## src/rtl/bp_pkg.sv

```systemverilog
// Shared types, constants and helpers for the gshare fetch predictor.
package bp_pkg;

  // Core-wide widths and the trap vector, kept in step with the core constants header.
  localparam int DATA_WID = 32;
  localparam int REGS_WID = 5;
  localparam logic [DATA_WID-1:0] EXCP_ADDR = 32'h0000_8000;

  localparam int CTR_WID_MAX = 4;
  typedef logic [CTR_WID_MAX-1:0] ctr_t;

  typedef enum logic [1:0] {BK_SEQ, BK_JUMP, BK_COND} br_kind_e;

  function automatic ctr_t weak_nt(input int ctr_wid);
    return ctr_t'((1 << (ctr_wid - 1)) - 1);
  endfunction

  function automatic br_kind_e classify(input logic branch, input logic predict);
    return branch ? (predict ? BK_COND : BK_JUMP) : BK_SEQ;
  endfunction

  // Word-aligned PC bits folded with the zero-extended history, masked to the table size.
  function automatic logic [15:0] pht_index(input logic [DATA_WID-1:0] pc,
                                            input logic [15:0] ghr,
                                            input int bht_size);
    logic [DATA_WID-1:0] mask;
    mask = DATA_WID'((64'd1 << bht_size) - 64'd1);
    return 16'(((pc >> 2) ^ DATA_WID'(ghr)) & mask);
  endfunction

endpackage

```

## src/rtl/ras_stack.sv

```systemverilog
// Circular return address stack with wrap-on-overflow and pointer/count restore.
module ras_stack #(
  parameter int RAS_SIZE = 3,
  parameter int DATA_WID = 32
) (
  input  logic                clk,
  input  logic                rst_n,
  input  logic                push,
  input  logic                pop,
  input  logic                replace,
  input  logic                restore,
  input  logic [DATA_WID-1:0] wdata,
  input  logic [RAS_SIZE-1:0] restore_top,
  input  logic [RAS_SIZE:0]   restore_cnt,
  output logic [DATA_WID-1:0] top_data,
  output logic [RAS_SIZE-1:0] top,
  output logic [RAS_SIZE:0]   cnt
);
  localparam logic [RAS_SIZE:0] FULL = {1'b1, {RAS_SIZE{1'b0}}};

  logic [DATA_WID-1:0] mem [1 << RAS_SIZE];
  logic [RAS_SIZE-1:0] top_q;
  logic [RAS_SIZE:0]   cnt_q;

  always_ff @(posedge clk or negedge rst_n) begin
    if (!rst_n) begin
      top_q <= '0;
      cnt_q <= '0;
    end else if (restore) begin
      top_q <= restore_top;
      cnt_q <= restore_cnt;
    end else if (push) begin
      top_q <= top_q + RAS_SIZE'(1);
      if (cnt_q != FULL) cnt_q <= cnt_q + (RAS_SIZE+1)'(1);
    end else if (pop && cnt_q != '0) begin
      top_q <= top_q - RAS_SIZE'(1);
      cnt_q <= cnt_q - (RAS_SIZE+1)'(1);
    end
  end

  // Entry contents are data only: never reset and never rolled back on repair.
  always_ff @(posedge clk) begin
    if (!restore) begin
      if (push) mem[top_q + RAS_SIZE'(1)] <= wdata;
      else if (replace) mem[top_q] <= wdata;
    end
  end

  assign top_data = mem[top_q];
  assign top      = top_q;
  assign cnt      = cnt_q;

endmodule

```

## src/rtl/gshare_predictor.sv

```systemverilog
// Fetch-stage next-PC predictor: gshare PHT plus return address stack, with EX-driven repair.
module gshare_predictor
  import bp_pkg::*;
#(
  parameter int BHT_SIZE = 8,
  parameter int GHR_LEN  = 6,
  parameter int CTR_WID  = 2,
  parameter int RAS_SIZE = 3
) (
  input  logic                clk,
  input  logic                rst_n,
  input  logic                stall,
  input  logic                branch,
  input  logic                predict,
  input  logic                excp,
  input  logic                sret,
  input  logic [REGS_WID-1:0] rs1,
  input  logic [REGS_WID-1:0] rd,
  input  logic [DATA_WID-1:0] pc,
  input  logic [DATA_WID-1:0] imm,
  input  logic                upd_valid,
  input  logic [DATA_WID-1:0] upd_pc,
  input  logic [GHR_LEN-1:0]  upd_ghr,
  input  logic [RAS_SIZE-1:0] upd_ras_top,
  input  logic [RAS_SIZE:0]   upd_ras_cnt,
  input  logic                upd_predict,
  input  logic                upd_actual,
  input  logic [DATA_WID-1:0] upd_target,
  input  logic [DATA_WID-1:0] upd_predict_pc,
  output logic [DATA_WID-1:0] target_pc,
  output logic                predict_result,
  output logic                predict_fail,
  output logic [GHR_LEN-1:0]  pred_ghr,
  output logic [RAS_SIZE-1:0] pred_ras_top,
  output logic [RAS_SIZE:0]   pred_ras_cnt
);
  localparam int PHT_N = 1 << BHT_SIZE;
  localparam logic [CTR_WID-1:0] CTR_MAX = '1;
  localparam logic [CTR_WID-1:0] CTR_RST = CTR_WID'(weak_nt(CTR_WID));

  logic [CTR_WID-1:0]  pht [PHT_N];
  logic [GHR_LEN-1:0]  ghr;
  logic [DATA_WID-1:0] sepc;
  logic                start;
  br_kind_e            kind;
  logic [BHT_SIZE-1:0] rd_idx, up_idx;
  logic                cond_taken, is_ret, is_push, is_repl, ras_en, ras_restore;
  logic [DATA_WID-1:0] pc_seq, pc_jmp, ras_data;
  logic [RAS_SIZE-1:0] ras_top;
  logic [RAS_SIZE:0]   ras_cnt;

  function automatic logic [CTR_WID-1:0] sat_step(input logic [CTR_WID-1:0] c, input logic up);
    if (up) return (c == CTR_MAX) ? c : c + CTR_WID'(1);
    return (c == '0) ? c : c - CTR_WID'(1);
  endfunction

  assign kind       = classify(branch, predict);
  assign rd_idx     = BHT_SIZE'(pht_index(pc, 16'(ghr), BHT_SIZE));
  assign up_idx     = BHT_SIZE'(pht_index(upd_pc, 16'(upd_ghr), BHT_SIZE));
  assign cond_taken = pht[rd_idx][CTR_WID-1];
  assign pc_seq     = pc + DATA_WID'(4);
  assign pc_jmp     = pc + imm;
  assign is_ret     = (rs1 == REGS_WID'(1)) && (rd != REGS_WID'(1));
  assign is_push    = (rd == REGS_WID'(1)) && (rs1 != REGS_WID'(1));
  assign is_repl    = (rd == REGS_WID'(1)) && (rs1 == REGS_WID'(1));

  assign predict_fail = upd_valid && (upd_predict != upd_actual) && (upd_predict_pc != upd_target);

  always_comb begin
    target_pc      = pc_seq;
    predict_result = 1'b0;
    if (excp) target_pc = sret ? sepc : EXCP_ADDR;
    else if (!start) target_pc = '0;
    else if (predict_fail) target_pc = upd_target;
    else if (kind == BK_COND) target_pc = cond_taken ? pc_jmp : pc_seq;
    else if (kind == BK_JUMP) target_pc = (is_ret && ras_cnt != '0) ? ras_data : pc_jmp;

    if (!start) predict_result = 1'b0;
    else if (predict_fail) predict_result = upd_actual;
    else if (kind == BK_JUMP) predict_result = 1'b1;
    else if (kind == BK_COND) predict_result = cond_taken;
  end

  assign pred_ghr     = ghr;
  assign pred_ras_top = ras_top;
  assign pred_ras_cnt = ras_cnt;

  always_ff @(posedge clk or negedge rst_n) begin
    if (!rst_n) begin
      ghr   <= '0;
      sepc  <= '0;
      start <= 1'b0;
    end else begin
      start <= 1'b1;
      if (excp && !sret) sepc <= pc_seq;
      if (!stall) begin
        if (predict_fail) ghr <= GHR_LEN'({upd_ghr, upd_actual});
        else if (kind == BK_COND) ghr <= GHR_LEN'({ghr, predict_result});
      end
    end
  end

  always_ff @(posedge clk or negedge rst_n) begin
    if (!rst_n) begin
      for (int i = 0; i < PHT_N; i++) pht[i] <= CTR_RST;
    end else if (upd_valid && !stall) begin
      pht[up_idx] <= sat_step(pht[up_idx], upd_actual);
    end
  end

  // The fetch before start is bogus, so it must not touch the stack.
  assign ras_en      = (kind == BK_JUMP) && !stall && !predict_fail && start;
  assign ras_restore = predict_fail && !stall;

  ras_stack #(.RAS_SIZE(RAS_SIZE), .DATA_WID(DATA_WID)) u_ras (
    .clk         (clk),
    .rst_n       (rst_n),
    .push        (ras_en && is_push),
    .pop         (ras_en && is_ret),
    .replace     (ras_en && is_repl),
    .restore     (ras_restore),
    .wdata       (pc_seq),
    .restore_top (upd_ras_top),
    .restore_cnt (upd_ras_cnt),
    .top_data    (ras_data),
    .top         (ras_top),
    .cnt         (ras_cnt)
  );

endmodule

```

## config.mk

```make
export PLATFORM = sky130hd
export DESIGN_NAME = gshare_predictor
export DESIGN_NICKNAME = d
export VERILOG_FILES = /design/src/rtl/bp_pkg.sv /design/src/rtl/ras_stack.sv /design/src/rtl/gshare_predictor.sv
export SDC_FILE = /design/constraint.sdc
export NUM_CORES = 2
export LEC_CHECK = 0
export CAP_MARGIN = 20
export CORE_MARGIN = 5
export CORE_UTILIZATION = 44
export CTS_BUF_LIST = sky130_fd_sc_hd__clkbuf_4 sky130_fd_sc_hd__clkbuf_8
export CTS_CLUSTER_SIZE = 25
export DETAILED_ROUTE_END_ITERATION = 12
export GPL_TIMING_DRIVEN = 0
export PLACE_DENSITY = 0.66
export SYNTH_ARGS = -nofsm -noshare
export SYNTH_HDL_FRONTEND = slang
export SYNTH_SLANG_ARGS = --single-unit
```

## constraint.sdc

```tcl
create_clock -name clk -period 5.9 [get_ports clk]
set_clock_uncertainty 0.15 [all_clocks]
set_input_delay 0.885 -clock clk [delete_from_list [all_inputs] [get_ports clk]]
set_output_delay 0.885 -clock clk [all_outputs]
set_load 0.05 [all_outputs]
```

==> results.md <==
- Status: finished with violations
- Failing checks: negative setup slack
- Final Max Slew Viols: 0
- Ys flop type: dfrtp_1
- Clock power frac: 0.361
- Flop pwr share: 0.402
- Pre-CTS setup slack: -2884 ps
- Fill cells: 8113
- Routed WL: 155000 um
- Number of synthesized flops with an enable pin: between 200 and 300
- Layout cell share with drive strength beyond 1: 0.3385
- Synthesized cell area: 42030 um^2
- Largest net degree at the start of global routing: 125
- Worst-Margin Slew: around 1200 ps
- Final net count: 4100
- Cell count after synthesis: 3443
- Clock transition at path regs: about 60 ps
- P&R area growth vs syn: 19.86%
- Worst Setup Slack, final: -248.3 ps
- Worst rel slew slack: 0.1678
- Sw Share: 0.3187
- Critical path class: primary input to register
- CP Capture Type: register
- Drt wl/cell: approximately 29 um
- Type of the worst min-delay path: register to register
- Max clock buf depth: 3
- Fmax: approximately 0.16 GHz
- Clock Sinks: roughly 810
- Skew-Pair Late Insertion Delay: around 840 ps
- Die Width: 319.1 um
- Worst Path Required: between 6000 and 7000 ps
- Area occupied by multi-input gates: just under 20000 um^2
- Net Switching: slightly below 5000 uW
- Iteration-0 DRC Markers: approximately 4400
- Syn_nets: 3674
- Seq. cell area: 21970 um^2
- Vias in the first global route: 32610
- CTS Buf Count: about 140
- Detailed Place HPWL: ~110000 um
- DRC: 0
- Min cycle time layout: 6148 ps
- First-pass GRT wire length: between 200000 and 250000 um
- H-Tree Depth: 4
- Port bufs: about 210
- Setup tns final: -4362 ps
- CTS tree: yes
- Internal power: roughly 11000 uW
- Clk root buf: clkbuf_8
- WHS: 332.7 ps
- Chip Height: roughly 320 um
- All-Layer GR Usage: 0.2966
- Syn Area/Cell: 12.21 um^2
- VDD IR max: 0.1966 mV
- CORE AREA: 94870 um^2
- Antenna viol nets, final: 0
- Initial core utilization: 0.4430
- Overall Power: 15610 uW
- Rows: 113
- RSZ-0062 raised after global routing: true
- Initial DRT Pass Iterations: 9
- Die area: 101800 um^2
- #FFs+latches synth: around 810
- CP arrival: 6650 ps
- FFs w/ async S/R, synth: 0.6855
- Comb pwr share: 0.236
- MaxCap Viol Count: 0
- Max Fanout on Critical Path: 10
- Pleak: 0.01929 uW
- Yosys synthesis warning count: 0
- Crit start category: primary input
- Initial antenna violation count: 6
- Sequential-to-total area share from yosys stat: 0.5227
- Routability cong.: 0.9835
- Hold Fails Final Rpt: 0
- Via count: 32968
- Most frequent cells in the layout: 423 x nor2_1, 384 x nand2_1, 315 x mux2_2
- Setup violations, final: 122
- Part of the cycle the worst path needs: 1.042
- Boundary Pins: 240
- Count of different cell masters after synthesis: 78
- Remaining Overflow, GRT: 0
- Via/cell ratio: 6.265
- Pwr/cell area: about 310 nW/um^2
- Most common cell after layout, fill and taps aside: nor2_1
worst max-delay path, stage by stage:
cell             delay [ps]
clkdlybuf4s50_1         800
xor2_1                  340
clkbuf_1                870
buf_2                   700
buf_2                   380
mux4_2                  380
a22oi_1                 160
a21oi_1                  90
nor2_1                  120
a21oi_1                 110
nor3_1                  300
maj3_1                  310
buf_2                   360
clkbuf_1                610
o21ai_0                 170
repair_timing:
action	CTS	global route
hold endpoints to repair	8	0
resized for setup	286	73
gates cloned	0	1
setup buffers	20	11
endpoints found under the setup margin	62	91
pin swaps	5	17
hold buffers	1	0
layer usage:
layer | up-vias | global-route usage | routed length [um]
li1 | 13697 | - | -
met1 | 16415 | 0.3876 | 57360
met2 | 2293 | 0.4431 | 68060
met3 | 563 | 0.09741 | 20170
met4 | 0 | 0.1569 | 9450
met5 | - | 0 | 0
cell type report:
type	count	area share
Clock inverter	38	0.006383
Antenna cell	6	0.0002980
Clock buffer	228	0.05558
Timing Repair Buffer	282	0.05921
Tap cell	1265	0.03142
Inverter	28	0.002086
Buffer	203	0.02335
Multi-Input combinational cell	2398	0.3855
Sequential cell	814	0.4362
registers in the layout, summed over array words and instances (netlist names):
register,flops
pht,512
u_ras.mem,256
u_ras.cnt,4
start,1
pred_ghr,6
sepc,32
u_ras.top,3
path summary, 6_finish.rpt:
kind / start / endpoint / slack, ps / cells past startpoint
setup / recovery: upd_ghr[1] / pht[379]$_DFFE_PN0P_ / -250 / 15
hold / removal: sepc[17]$_DFFE_PN0P_ / sepc[17]$_DFFE_PN0P_ / 330 / 2
setup reg to reg: u_ras.top[1]$_DFFE_PN0P_ / u_ras.mem[4][23]$_DFFE_PP_ / 1240 / 9
hold reg to reg: sepc[17]$_DFFE_PN0P_ / sepc[17]$_DFFE_PN0P_ / 330 / 2
max in group asynchronous: rst_n / pht[9]$_DFFE_PN0P_ / 3300 / 4
min in group asynchronous: rst_n / pht[469]$_DFFE_PN0P_ / 570 / 2
power groups by stage:
stage	Clock, uW	Combinational, uW	Sequential [uW]
final	5640	3690	6280
after global routing	5980	3800	6300
after CTS	5690	3460	6270
after detailed placement	0	3290	6370
after global placement	0	3200	6360
after floorplan	0	1860	6370
cell usage after synthesis, types with 4 or more instances:
cell type,number,area (um^2)
a31oi_1,18,112.6
buf_4,10,75.07
a21oi_1,243,1216
dfstp_2,256,6726
o31ai_1,9,67.56
o21a_1,4,30.03
edfxtp_1,256,7687
o221ai_1,8,70.07
nor2b_1,12,75.07
o22a_1,10,87.58
a221o_1,8,80.08
nor3_1,21,105.1
a222oi_1,4,40.04
mux4_2,238,5360
nand4_1,16,100.1
dfrtp_1,302,7557
a22oi_1,100,750.7
xor2_1,64,560.5
nand2b_1,15,93.84
a211oi_1,11,82.58
o21ai_0,177,885.9
buf_1,11,41.29
o211ai_1,11,82.58
or2_2,4,25.02
inv_1,28,105.1
and3_1,7,43.79
mux2i_1,32,320.3
and2_1,5,31.28
nand3_1,48,240.2
o21bai_1,7,52.55
a221oi_1,11,96.34
clkbuf_1,109,409.1
xnor2_1,54,473.0
mux2_2,317,3570
nor4_1,11,68.82
nor2_1,434,1629
ha_1,36,450.4
buf_6,19,214.0
and4_1,4,35.03
nand2_1,385,1445
buf_2,54,270.3
o22ai_1,10,62.56
a21o_1,13,97.59
through the flow:
step / utilization / std cells / cell area [um^2]
CTS: 0.5263 / 5235 / 49930
finish: 0.5310 / 5262 / 50380
floorplan: - / 3443 / 42060
global route: 0.5310 / 5260 / 50370
detailed placement: 0.4884 / 4948 / 46340
global placement: 0.4826 / 4922 / 45780
logic make-up after synthesis:
logic type / after synthesis / synth area share
xor gates and xnor gates: 120 / 0.02536
DFF: 814 / 0.5227
AOI/OAI and AO/OA: 677 / 0.09806
adders and majority gates: 40 / 0.01218
and+or+nand+nor: 972 / 0.09434
other: 1 / 0.00008922
buffers and inverters: 231 / 0.02652
muxes: 588 / 0.2207
(Power assumes the default switching activity.)
